`src/rtl/pc_seq_pkg.sv`:
```
// Shared types and constants for the PC fetch sequencer.
// State encodings match what debug tooling expects to see on the state register.
package pc_seq_pkg;

    localparam int PC_W = 32;
    localparam logic [PC_W-1:0] PC_INCR = 32'd4;

    typedef enum logic [1:0] {
        IDLE = 2'b00,
        REQ  = 2'b01,
        UPD  = 2'b10
    } state_e;

    function automatic logic is_misaligned(input logic [PC_W-1:0] pc);
        return pc[1:0] != 2'b00;
    endfunction

endpackage

```
`src/rtl/pc_fetch_sequencer_if.sv`:
```
// Bundles the pcreg, instruction-memory, redirect and retire signals of the fetch sequencer.
// The master modport is the sequencer; the slave modport is the surrounding core/memory.
interface pc_fetch_sequencer_if;
    import pc_seq_pkg::*;

    logic            ena;
    logic [PC_W-1:0] pc_cur;
    logic            pc_we;
    logic [PC_W-1:0] pc_next;
    logic            imem_req;
    logic [PC_W-1:0] imem_addr;
    logic            imem_ack;
    logic            redirect_valid;
    logic [PC_W-1:0] redirect_target;
    logic            inst_valid;
    logic [PC_W-1:0] inst_pc;
    logic            misalign_exc;

    modport master (
        input  ena, pc_cur, imem_ack, redirect_valid, redirect_target,
        output pc_we, pc_next, imem_req, imem_addr, inst_valid, inst_pc, misalign_exc
    );

    modport slave (
        output ena, pc_cur, imem_ack, redirect_valid, redirect_target,
        input  pc_we, pc_next, imem_req, imem_addr, inst_valid, inst_pc, misalign_exc
    );

endinterface

```
`src/rtl/pc_redirect_latch.sv`:
```
// Holds the most recent branch/jump target until the next PC write consumes it.
// Selection gives a same-cycle redirect priority over the latched one.
module pc_redirect_latch
    import pc_seq_pkg::*;
(
    input  logic            clk,
    input  logic            rst,
    input  logic            capture_valid,
    input  logic [PC_W-1:0] capture_target,
    input  logic            clear,
    output logic            sel_valid,
    output logic [PC_W-1:0] sel_target
);

    logic            pend_valid_q, pend_valid_d;
    logic [PC_W-1:0] pend_target_q, pend_target_d;

    // Clear beats capture: a redirect arriving with the PC write is consumed by that write.
    always_comb begin
        pend_valid_d  = pend_valid_q;
        pend_target_d = pend_target_q;
        if (clear) begin
            pend_valid_d = 1'b0;
        end else if (capture_valid) begin
            pend_valid_d  = 1'b1;
            pend_target_d = capture_target;
        end
    end

    always_ff @(posedge clk) begin
        if (rst) begin
            pend_valid_q  <= 1'b0;
            pend_target_q <= '0;
        end else begin
            pend_valid_q  <= pend_valid_d;
            pend_target_q <= pend_target_d;
        end
    end

    assign sel_valid  = capture_valid | pend_valid_q;
    assign sel_target = capture_valid ? capture_target : pend_target_q;

endmodule

```
`src/rtl/pc_fetch_sequencer.sv`:
```
// Fetch/PC-update sequencer: requests a fetch at pc_cur, then writes the next PC to pcreg.
// Optional macro PC_ALIGN_CHECK_EN routes misaligned next PCs to EXC_VECTOR and pulses misalign_exc.
module pc_fetch_sequencer
    import pc_seq_pkg::*;
#(
    parameter logic [PC_W-1:0] RESET_PC   = 32'h0000_0000,
    parameter logic [PC_W-1:0] EXC_VECTOR = 32'h0000_0004
) (
    input  logic                 clk,
    input  logic                 rst,
    pc_fetch_sequencer_if.master bus
);

`ifdef PC_ALIGN_CHECK_EN
    localparam bit ALIGN_CHK = 1'b1;
`else
    localparam bit ALIGN_CHK = 1'b0;
`endif

    state_e          state_q, state_d;
    logic            inst_valid_q, inst_valid_d;
    logic [PC_W-1:0] inst_pc_q, inst_pc_d;

    logic            sel_valid;
    logic [PC_W-1:0] sel_target;
    logic [PC_W-1:0] pc_seq;
    logic [PC_W-1:0] pc_sel;
    logic            pc_we;
    logic            misaligned;

    pc_redirect_latch u_redirect (
        .clk            (clk),
        .rst            (rst),
        .capture_valid  (bus.redirect_valid),
        .capture_target (bus.redirect_target),
        .clear          (pc_we),
        .sel_valid      (sel_valid),
        .sel_target     (sel_target)
    );

    assign pc_seq = bus.pc_cur + PC_INCR;

    // Any redirect live or pending at the ack cycle squashes that fetch; the handshake still completes.
    always_comb begin
        state_d      = state_q;
        inst_valid_d = 1'b0;
        inst_pc_d    = inst_pc_q;
        pc_we        = 1'b0;
        case (state_q)
            IDLE: begin
                if (bus.ena) state_d = REQ;
            end
            REQ: begin
                if (bus.imem_ack) begin
                    state_d      = UPD;
                    inst_valid_d = ~sel_valid;
                    inst_pc_d    = bus.pc_cur;
                end
            end
            UPD: begin
                pc_we = bus.ena;
                if (bus.ena) state_d = REQ;
            end
            default: state_d = IDLE;
        endcase
    end

    always_ff @(posedge clk) begin
        if (rst) begin
            state_q      <= IDLE;
            inst_valid_q <= 1'b0;
            inst_pc_q    <= '0;
        end else begin
            state_q      <= state_d;
            inst_valid_q <= inst_valid_d;
            inst_pc_q    <= inst_pc_d;
        end
    end

    assign pc_sel     = sel_valid ? sel_target : pc_seq;
    assign misaligned = ALIGN_CHK && is_misaligned(pc_sel);

    // pc_next parks at RESET_PC whenever no write is happening.
    assign bus.pc_we        = pc_we;
    assign bus.pc_next      = !pc_we    ? RESET_PC :
                              misaligned ? EXC_VECTOR : pc_sel;
    assign bus.misalign_exc = pc_we & misaligned;
    assign bus.imem_req     = (state_q == REQ);
    assign bus.imem_addr    = (state_q == REQ) ? bus.pc_cur : '0;
    assign bus.inst_valid   = inst_valid_q;
    assign bus.inst_pc      = inst_pc_q;

endmodule

```
`src/flat_wrapper.sv`:
```
// flat-port wrapper written by rule: the top's interface ports become plain ports
module pc_fetch_sequencer_flat import pc_seq_pkg::*;
#(
    parameter logic [PC_W-1:0] RESET_PC   = 32'h0000_0000,
    parameter logic [PC_W-1:0] EXC_VECTOR = 32'h0000_0004
)
  (clk, rst, bus_ena, bus_pc_cur, bus_imem_ack, bus_redirect_valid, bus_redirect_target, bus_pc_we, bus_pc_next, bus_imem_req, bus_imem_addr, bus_inst_valid, bus_inst_pc, bus_misalign_exc);
  pc_fetch_sequencer_if bus_i ();
  input  logic clk;
  input  logic rst;
  input wire logic [$bits(bus_i.ena)-1:0] bus_ena;
  input wire logic [$bits(bus_i.pc_cur)-1:0] bus_pc_cur;
  input wire logic [$bits(bus_i.imem_ack)-1:0] bus_imem_ack;
  input wire logic [$bits(bus_i.redirect_valid)-1:0] bus_redirect_valid;
  input wire logic [$bits(bus_i.redirect_target)-1:0] bus_redirect_target;
  output wire logic [$bits(bus_i.pc_we)-1:0] bus_pc_we;
  output wire logic [$bits(bus_i.pc_next)-1:0] bus_pc_next;
  output wire logic [$bits(bus_i.imem_req)-1:0] bus_imem_req;
  output wire logic [$bits(bus_i.imem_addr)-1:0] bus_imem_addr;
  output wire logic [$bits(bus_i.inst_valid)-1:0] bus_inst_valid;
  output wire logic [$bits(bus_i.inst_pc)-1:0] bus_inst_pc;
  output wire logic [$bits(bus_i.misalign_exc)-1:0] bus_misalign_exc;
  assign bus_i.ena = bus_ena;
  assign bus_i.pc_cur = bus_pc_cur;
  assign bus_i.imem_ack = bus_imem_ack;
  assign bus_i.redirect_valid = bus_redirect_valid;
  assign bus_i.redirect_target = bus_redirect_target;
  assign bus_pc_we = bus_i.pc_we;
  assign bus_pc_next = bus_i.pc_next;
  assign bus_imem_req = bus_i.imem_req;
  assign bus_imem_addr = bus_i.imem_addr;
  assign bus_inst_valid = bus_i.inst_valid;
  assign bus_inst_pc = bus_i.inst_pc;
  assign bus_misalign_exc = bus_i.misalign_exc;
  pc_fetch_sequencer #(.RESET_PC(RESET_PC), .EXC_VECTOR(EXC_VECTOR)) u_core (.clk(clk), .rst(rst), .bus(bus_i));
endmodule
```
`config.mk`:
```
export PLATFORM = sky130hd
export DESIGN_NAME = pc_fetch_sequencer_flat
export DESIGN_NICKNAME = d
export VERILOG_FILES = /design/src/rtl/pc_seq_pkg.sv /design/src/rtl/pc_fetch_sequencer_if.sv /design/src/rtl/pc_redirect_latch.sv /design/src/rtl/pc_fetch_sequencer.sv /design/src/flat_wrapper.sv
export SDC_FILE = /design/constraint.sdc
export NUM_CORES = 1
export LEC_CHECK = 0
export CORE_MARGIN = 3
export CORE_UTILIZATION = 49
export DETAILED_ROUTE_END_ITERATION = 8
export PLACE_DENSITY_LB_ADDON = 0.12
export SYNTH_ARGS = -nofsm -noshare
export SYNTH_HDL_FRONTEND = slang
export SYNTH_HIERARCHICAL = 1
export SYNTH_SLANG_ARGS = --single-unit
```
`constraint.sdc`:
```
create_clock -name clk -period 4.2 [get_ports clk]
set_input_delay 1.26 -clock clk [delete_from_list [all_inputs] [get_ports clk]]
set_output_delay 1.26 -clock clk [all_outputs]
set_load 0.05 [all_outputs]
```
==> flow_summary.toml, run 1 <==
[worst_hold_path]
min_path_cells = 2
hold-path-endpoint = "u_core/u_redirect/pend_target_q[28]$_SDFFE_PP0N_"
min_from = "u_core/u_redirect/pend_target_q[28]$_SDFFE_PP0N_"
min_path_type = "reg -> reg"

[placed_design]
pre_cts_slack_ps = -200
place_congestion = 0.906
hpwl_mm = 10.8
dp.cells = 763
portBuffers = 167

[logic_synthesis]
syn_avg_cell_area_um2 = 9.46
synth_area_leaders = "dfxtp_1 (30%), mux2_4 (10%), nand4bb_1 (8.1%)"
synth_cell_types = 44
ys_seq_area_frac = 0.304
syn-num-nets = 543
synth-seq-cells = 68
postSynthCellCount = 473
yosysTopAreaCell = "dfxtp_1"
yosysWarnings = 6
synth_top_area_share = 0.304
netlist_area_um2 = 4470

[route]
drcViolationCount = 0
ant_nets = 0
num_vias = 4457
drtPass1Iterations = 6
wire_per_inst_um = 20.2
detail_route.iter0.violations = 242
routed_wl_mm = 15.8
avgViaCountPerCell = 5.67

[clocking]
path_clk_slew_ps = 70
tritoncts = "done"
cts_made_buffers = 9
cts.sinks = 68
clock_path_buffers = 2
clk_latency_ps = 350
cts_root_buf = "clkbuf_8"
holdBufCountCts = 0
htreeDepth = 3

[grt]
grt_pass1_wl_mm = 22.6
grt_start_max_net_pins = 71
grt_remaining_overflow = 0
antenna_found_initial = 0
gr-usage-met3 = 0.0420
busiest_layer = "met2"
grt.met2_usage = 0.478
grt_use_total = 0.281
grt_pass1_vias = 4202
use_met1 = 0.362

[pwr]
irDropWorstVdd_v = 0.000169
clockPowerShare = 0.288
switchingPower_uw = 579
power_density_nw_per_um2 = 240
swShare = 0.326
pwr-share-seq = 0.391
power_frac_comb = 0.321
intPower_uw = 1200
leakage_uw = 0.00300

[worst_setup_path]
cp-start-kind = "input port"
crit_fanout = 3
r2r_start = "u_core/state_q[0]$_SDFFE_PP0P_"
r2r-end = "u_core/bus.inst_pc[20]$_SDFFE_PP0P_"
path_class = "in -> out"
r2r_slack_ps = 2420
arrival_ps = 3000
rr_worst_depth = 6
endpoint_kind = "output port"
crit_required_ps = 2940

[layout]
multiInputGateArea_um2 = 3090
fin_nets = 743
fillers = 474
final_cells = 786
syn2layout_area_growth_pct = 65.6
drive_gt1_frac = 0.381
antennaDiodeCount = 0
seqCellArea_um2 = 1360

[die]
start_util = 0.508
die-width_um = 102
design.core.area_um2 = 8810
die_h_um = 102
io_pins = 169
fp-row-count = 34
die_area_um2 = 10300

[timing]
max_freq_mhz = 235
fin_skew_ps = 8.11
setup_viol = 1
fin_crit_ps = 4260
relSlewSlack = 0.569
period_share = 1.01
setup_ws_ps = -61.8
maxSlewViolCount = 0
worst_slew_pin_slew_ps = 646
final_hold_viol_count = 0

[flow_run]
maxCapViolCount = 0

[run_status]
status = "complete, but fails checks"
violations = "negative setup slack"
## flip-flops by register name, summed over array words and instances (netlist names)
| name | cells |
|---|---|
| u_core/u_redirect/pend_target_q | 32 |
| u_core/bus.inst_valid | 1 |
| u_core/state_q | 2 |
| u_core/bus.inst_pc | 32 |
| u_core/u_redirect/pend_valid_q | 1 |
## kinds of logic after synthesis
family	synth area share
AO/OA/AOI/OAI	0.181
XOR/XNOR	0.0548
adder cells (fa/ha/maj)	0.00280
buffers and inverters	0.0565
flip-flops	0.304
multiplexers	0.117
other	0.000838
AND/OR/NAND/NOR	0.283
## power groups by stage
stage | combinational [µW] | sequential, µW | clock [µW]
global placement | 544 | 707 | 0
detailed placement | 555 | 709 | 0
finish | 571 | 695 | 512
CTS | 560 | 695 | 514
global route | 599 | 699 | 543
floorplan | 274 | 746 | 0
## worst max-delay path, cell delays in order
cell and delay (ps):
dlygate4sd2_1 230, buf_4 130, and3_4 200, nand4_4 130, buf_4 180, nor4_4 290
xnor2_1 180, a21oi_2 230, buf_12 160
## routing by layer
layer | up-vias | wire length [µm]
li1 | 2114 | -
met1 | 2091 | 6450
met2 | 210 | 7920
met3 | 42 | 994
met4 | 0 | 473
met5 | - | 0
## cell usage in the layout, fill, tap and decap left out, drive strengths merged, types with 2 or more instances in the layout
master         synthesis  layout
nand4bb               32      32
mux2i                  5       5
nand2b                32      32
clkbuf                23      16
dfxtp                 68      68
clkdlybuf4s50          0      75
o21ai                 53      53
mux2                  32      32
dlygate4sd2            0      17
xor2                   7       7
nor2                  18      18
a211oi                 2       2
nor3                  10      10
a21oi                 27      27
nor4                   6       6
dlymetal6s2s           0       8
inv                    5       5
and4                   3       3
nand2                 16      16
buf                   18     129
a22o                  32      32
nand4                  7       7
nand3                 10      10
xnor2                 21      21
and3                   4       4
and2                  34      34
## worst max path at each step
stage	startpoint	to	slack (ps)	cells after the start
2_1_floorplan	bus_redirect_valid	bus_pc_next[10]	10	6
3_3_place_gp	bus_pc_cur[12]	bus_pc_next[26]	-140	7
3_5_place_dp	bus_pc_cur[12]	bus_pc_next[26]	-200	7
4_1_cts	bus_pc_cur[21]	bus_pc_next[24]	6	8
5_1_grt	bus_pc_cur[15]	bus_pc_next[29]	-130	8
6_report	bus_pc_cur[3]	bus_pc_next[29]	-60	9
## Yosys cell counts, drive strengths merged
| master | instances |
|---|---|
| and2b | 1 |
| a22o | 32 |
| or2 | 1 |
| nand3 | 10 |
| buf | 18 |
| a211oi | 2 |
| nand4 | 7 |
| nor4 | 6 |
| mux2i | 5 |
| nand2 | 16 |
| inv | 5 |
| mux2 | 32 |
| nor2b | 1 |
| nand2b | 32 |
| and2 | 34 |
| a21oi | 27 |
| conb | 1 |
| ha | 1 |
| nand3b | 1 |
| xnor2 | 21 |
| nor2 | 18 |
| nor3 | 10 |
| o21ai | 53 |
| and3 | 4 |
| nor4b | 1 |
| xor2 | 7 |
| dfxtp | 68 |
| nor3b | 1 |
| and4 | 3 |
| nand4bb | 32 |
| clkbuf | 23 |
## stage by stage
step | total power, µW | cell area [µm²] | util | hold WS, ps | setup TNS, ps
floorplan | 1020 | 4540 | - | 441 | 0
global route | 1840 | 7410 | 0.841 | 501 | -174
global placement | 1250 | 6990 | 0.793 | 451 | -1520
finish | 1780 | 7410 | 0.841 | 464 | -61.8
detailed placement | 1260 | 6990 | 0.793 | 455 | -2380
CTS | 1770 | 7300 | 0.829 | 466 | 0
## layout make-up
cell class | count | area share
clock buffers | 15 | 0.0238
multi-input cells | 359 | 0.417
well taps | 108 | 0.0182
inverters | 5 | 0.00253
clock inverters | 1 | 0.000676
flip-flops and latches | 68 | 0.184
repair buffers | 230 | 0.354
## repair_timing
action | CTS | global route
resized for setup | 45 | 21
buffers inserted | 4 | 3
endpoints found under the setup margin | 21 | 13
pin swaps | 20 | 15
Note: power is estimated with default switching activity, not from simulation.
==> run 2, diff against run 1 <==
--- a/config.mk
+++ b/config.mk
@@ -6,7 +6,7 @@
 export NUM_CORES = 1
 export LEC_CHECK = 0
 export CORE_MARGIN = 3
-export CORE_UTILIZATION = 49
+export CORE_UTILIZATION = 41
 export DETAILED_ROUTE_END_ITERATION = 8
 export PLACE_DENSITY_LB_ADDON = 0.12
 export SYNTH_ARGS = -nofsm -noshare
==> constraint.sdc (replaced) <==
create_clock -name clk -period 3.55 [get_ports clk]
set_input_delay 1.065 -clock clk [delete_from_list [all_inputs] [get_ports clk]]
set_output_delay 1.065 -clock clk [all_outputs]
set_load 0.05 [all_outputs]
==> run 2 against run 1 <==
Against the previous run: global-route usage shrank 3.1 points; clock power increased by 43%; sequential power grew 18%; combinational power grew 30%; core utilization decreased by 7.6 points; die area rose by 18%; the flow still finishes with violations (negative setup slack); highest routed layer is now met5; via count rose by 2.3%; cell count up 5.7%; first-iteration DRC count is 10% higher; final area increased by 8.0%; largest cell class unchanged; setup slack got worse by 10 ps.
==> flow_summary.toml, run 2 (same netlist as run 1, synthesis figures left out) <==
[pwr]
intPower_uw = 1550
pwr-share-seq = 0.358
clockPowerShare = 0.320
p_total_uw = 2300
swShare = 0.324
switchingPower_uw = 743
power_frac_comb = 0.323
power_density_nw_per_um2 = 287
leakage_uw = 0.00315
irDropWorstVdd_v = 0.000244

[route]
routed_wl_mm = 16.2
detail_route.iter0.violations = 267
wire_per_inst_um = 19.5
avgViaCountPerCell = 5.48
ant_nets = 0
drcViolationCount = 0
drtPass1Iterations = 5
num_vias = 4558

[worst_setup_path]
path_class = "in -> out"
crit_required_ps = 2480
crit_fanout = 4
endpoint_kind = "output port"
cp-start-kind = "input port"
arrival_ps = 2560

[layout]
fillers = 690
design_area_um2 = 8000
fin_nets = 760
final_common_cell = "clkdlybuf4s50_1"
antennaDiodeCount = 0
drive_gt1_frac = 0.456
mostFrequentLayoutCells = "clkdlybuf4s50_1 (72), buf_12 (70), dfxtp_1 (68), buf_4 (62)"
syn2layout_area_growth_pct = 78.9

[clocking]
clock_path_buffers = 2
clk_latency_ps = 360
path_clk_slew_ps = 80
cts.sinks = 68
cts_made_buffers = 9
htreeDepth = 3
tritoncts = "done"
cts_root_buf = "clkbuf_8"

[placed_design]
place_congestion = 0.916
hpwl_mm = 11.8
placed_area_um2 = 7420
portBuffers = 167

[die]
die-width_um = 110
die_h_um = 110
io_pins = 169
fp-row-count = 37
design.core.area_um2 = 10500
start_util = 0.428
die_area_um2 = 12200

[timing]
fin_crit_ps = 3620
relSlewSlack = 0.574
period_share = 1.02
fin_skew_ps = 15.1
maxSlewViolCount = 0
rsz0062_at_grt = "yes"
setup_ws_ps = -71.9
max_freq_mhz = 276
final_hold_viol_count = 0
worst_slew_pin_slew_ps = 639
setup_viol = 1

[run_status]
violations = "negative setup slack"
status = "complete, but fails checks"

[grt]
grt_remaining_overflow = 0
antenna_found_initial = 1
grt_use_total = 0.250
grt_pass1_wl_mm = 24.9
grt_pass1_vias = 4516
grt_start_max_net_pins = 69

[worst_hold_path]
min_path_type = "reg -> reg"

[flow_run]
maxCapViolCount = 0
==> run 2: cell types whose count changed in the layout (fill, tap and decap cells not counted), sizes merged, moves of 2 or more <==
cell | before | now
dlymetal6s2s | 8 | 1
bufinv | 0 | 2
buf | 129 | 163
dlygate4sd2 | 17 | 2
clkdlybuf4s50 | 75 | 72
clkinv | 1 | 3
==> run 2: layout make-up <==
class	instances	area (µm²)	area share
multi-input combinational	359	3220	0.402
timing repair buffer	247	3010	0.377
inverter	5	18.8	0.00234
sequential	68	1360	0.170
clock buffer	9	124	0.0155
clock inverter	7	98.8	0.0123
tap	136	170	0.0213
==> run 2: worst paths after layout <==
check                                                    from                                          endpoint  cells after the start  slack (ps)
max                                            bus_pc_cur[12]                                   bus_pc_next[21]                      8         -70
min          u_core/u_redirect/pend_target_q[28]$_SDFFE_PP0N_  u_core/u_redirect/pend_target_q[28]$_SDFFE_PP0N_                      2         470
max reg2reg                    u_core/state_q[0]$_SDFFE_PP0P_               u_core/bus.inst_pc[25]$_SDFFE_PP0P_                      6        1630
min reg2reg  u_core/u_redirect/pend_target_q[28]$_SDFFE_PP0N_  u_core/u_redirect/pend_target_q[28]$_SDFFE_PP0N_                      2         470
==> run 2: power by group through the flow <==
stage	registers (µW)	clock network, µW	logic, µW
after global routing	826	778	775
after floorplan	883	0	331
final	822	734	741
after CTS	822	737	716
after global placement	837	0	698
after detailed placement	840	0	708
==> run 2: metrics by stage <==
| stage | setup TNS, ps | cells | utilization | hold WS [ps] | setup slack (ps) |
|---|---|---|---|---|---|
| 2_1_floorplan | -311 | 473 | - | 441 | -139 |
| 3_3_place_gp | -8710 | 802 | 0.710 | 451 | -460 |
| 3_5_place_dp | -9250 | 802 | 0.710 | 455 | -489 |
| 4_1_cts | 0 | 826 | 0.747 | 469 | 0.209 |
| 5_1_grt | -381 | 831 | 0.765 | 491 | -131 |
| 6_report | -71.9 | 831 | 0.765 | 468 | -71.9 |
==> run 2: worst max-delay path, cell delays in order <==
cell     delay [ps]
buf_8            90
nand4_1         180
nor4_2          330
buf_4           190
nand4_1         150
xor2_2          210
a21oi_4         180
buf_12          150
==> run 2: what timing repair did <==
item                                    CTS  global route
pin swaps                                31            30
gates resized for setup                 125            52
setup buffers                             8             5
hold buffers                              0             0
endpoints found under the setup margin   28            22
==> run 2: routing by layer <==
layer	GRT usage	vias to the layer above	share of wire
met5	0	-	0.00080
met4	0.0846	2	0.026
met3	0.0471	37	0.065
met2	0.415	222	0.48
met1	0.326	2155	0.43
li1	-	2142	-
==> run 3, diff against run 2 <==
--- a/config.mk
+++ b/config.mk
@@ -8,6 +8,7 @@
 export CORE_MARGIN = 3
 export CORE_UTILIZATION = 41
 export DETAILED_ROUTE_END_ITERATION = 8
+export GPL_TIMING_DRIVEN = 0
 export PLACE_DENSITY_LB_ADDON = 0.12
 export SYNTH_ARGS = -nofsm -noshare
 export SYNTH_HDL_FRONTEND = slang
==> constraint.sdc (replaced) <==
create_clock -name clk -period 3.3 [get_ports clk]
set_input_delay 0.99 -clock clk [delete_from_list [all_inputs] [get_ports clk]]
set_output_delay 0.99 -clock clk [all_outputs]
set_load 0.005 [all_outputs]
==> run 3 against run 2 <==
Against the previous run: the flow still finishes with violations (negative setup slack); die area is the same; routed wire length shrank 2.0%; sequential cell count is the same; largest power group unchanged; combinational power shrank 21%.
==> flow_summary.toml, run 3 (same netlist as run 1, synthesis figures left out) <==
[run_status]
status = "complete, but fails checks"
violations = "negative setup slack"

[grt]
grt_use_total = 0.244
grt_remaining_overflow = 0
gr-usage-met3 = 0.0521
grt_pass1_vias = 4506
antenna_found_initial = 0
grt.met2_usage = 0.419
grt_pass1_wl_mm = 24.6
busiest_layer = "met2"
use_met1 = 0.300
grt_start_max_net_pins = 13

[placed_design]
dp.cells = 775
pre_cts_slack_ps = -1130
portBuffers = 166
hpwl_mm = 11.0
placed_area_um2 = 6310
place_congestion = 0.834

[worst_setup_path]
r2r_slack_ps = 1420
rr_worst_depth = 5
crit_required_ps = 2310
r2r-end = "u_core/bus.inst_pc[24]$_SDFFE_PP0P_"
path_class = "in -> out"
crit_fanout = 6
cp-start-kind = "input port"
arrival_ps = 2510
endpoint_kind = "output port"
crit_start = "bus_pc_cur[10]"
r2r_start = "u_core/state_q[0]$_SDFFE_PP0P_"

[die]
start_util = 0.428
fp-row-count = 37
io_pins = 169
design.core.area_um2 = 10500
die_h_um = 110
die_area_um2 = 12200
die-width_um = 110

[timing]
maxSlewViolCount = 0
setup_viol = 8
fin_skew_ps = 15.8
max_freq_mhz = 285
rsz0062_at_grt = "yes"
setup_ws_ps = -205
period_share = 1.06
final_hold_viol_count = 0
setup_tns_ps = -433
fin_crit_ps = 3500

[layout]
final_cells = 847
final_common_cell = "clkdlybuf4s50_1"
mostFrequentLayoutCells = "clkdlybuf4s50_1 (104), dfxtp_1 (68), buf_4 (48), buf_2 (34)"
drive_gt1_frac = 0.364
antennaDiodeCount = 0
fillers = 819
fin_nets = 776
design_area_um2 = 7290
syn2layout_area_growth_pct = 62.9

[clocking]
clk_latency_ps = 350
cts_root_buf = "clkbuf_8"
clock_path_buffers = 2
path_clk_slew_ps = 80
holdBufCountCts = 0
tritoncts = "done"
cts.sinks = 68
cts_made_buffers = 9
htreeDepth = 3

[worst_hold_path]
min_path_cells = 2
min_path_type = "reg -> reg"
hold-path-endpoint = "u_core/u_redirect/pend_target_q[29]$_SDFFE_PP0N_"
min_from = "u_core/u_redirect/pend_target_q[29]$_SDFFE_PP0N_"

[route]
avgViaCountPerCell = 5.36
num_vias = 4540
ant_nets = 0
drcViolationCount = 0
routed_wl_mm = 15.9
wire_per_inst_um = 18.8
detail_route.iter0.violations = 287
drtPass1Iterations = 4

[pwr]
power_density_nw_per_um2 = 299
leakage_uw = 0.00301
irDropWorstVdd_v = 0.000235

[flow_run]
maxCapViolCount = 0
-- run 3: cell count changes in the layout (fill, tap and decap cells not counted), moves of 14 or more --
cell / before / now
clkbuf_1: 0 / 15
clkdlybuf4s50_1: 72 / 104
buf_2: 3 / 34
buf_4: 62 / 48
a21oi_1: 3 / 23
buf_12: 70 / 8
a21oi_2: 21 / 4
-- run 3: worst max-delay path by stage --
stage,slack (ps),depth (start not counted),endpoint
5_1_grt,-250,8,bus_pc_next[21]
6_report,-200,8,bus_pc_next[21]
3_5_place_dp,-1130,8,bus_pc_next[30]
3_3_place_gp,-1110,8,bus_pc_next[30]
2_1_floorplan,200,6,bus_pc_next[21]
4_1_cts,-80,8,bus_pc_next[21]
-- run 3: repair_timing --
action                                  CTS  global route
pin swaps                                40            41
endpoints found under the setup margin   56            26
resized for setup                       303            66
cloned                                    2             0
setup buffers                            32            23
-- run 3: worst max-delay path, stage by stage --
cell	delay, ps
buf_12	90
nand4_1	200
nor4_4	390
buf_4	170
nand4_1	140
xor2_1	200
a21oi_1	190
buf_2	140
-- run 3: stage by stage --
stage	hold WS, ps	utilization	power (µW)
after floorplan	441	-	1150
after global placement	453	0.603	1400
after detailed placement	456	0.603	1410
after CTS	471	0.664	2150
after global routing	486	0.697	2270
final	466	0.697	2180
-- run 3: cell type report --
cell class              count  area [µm²]  area share
clock inverters             5        60.1     0.00824
multi-input cells         359        3140       0.430
well taps                 136         170      0.0233
repair buffers            223        2060       0.283
inverters                   5        21.3     0.00292
flip-flops and latches     68        1360       0.187
plain buffers              40         334      0.0458
clock buffers              11         141      0.0194
-- run 3: layer usage --
metal	wire length, µm	share of wire
met2	7890	0.50
met3	969	0.061
met1	6650	0.42
met4	390	0.025
met5	0	0
-- run 3: where the power goes --
part | switching (µW) | leakage, µW | internal (µW) | total [µW]
Clock | 337 | 0.0000999 | 373 | 710
Combinational | 254 | 0.00236 | 330 | 584
Sequential | 21.9 | 0.000557 | 862 | 884
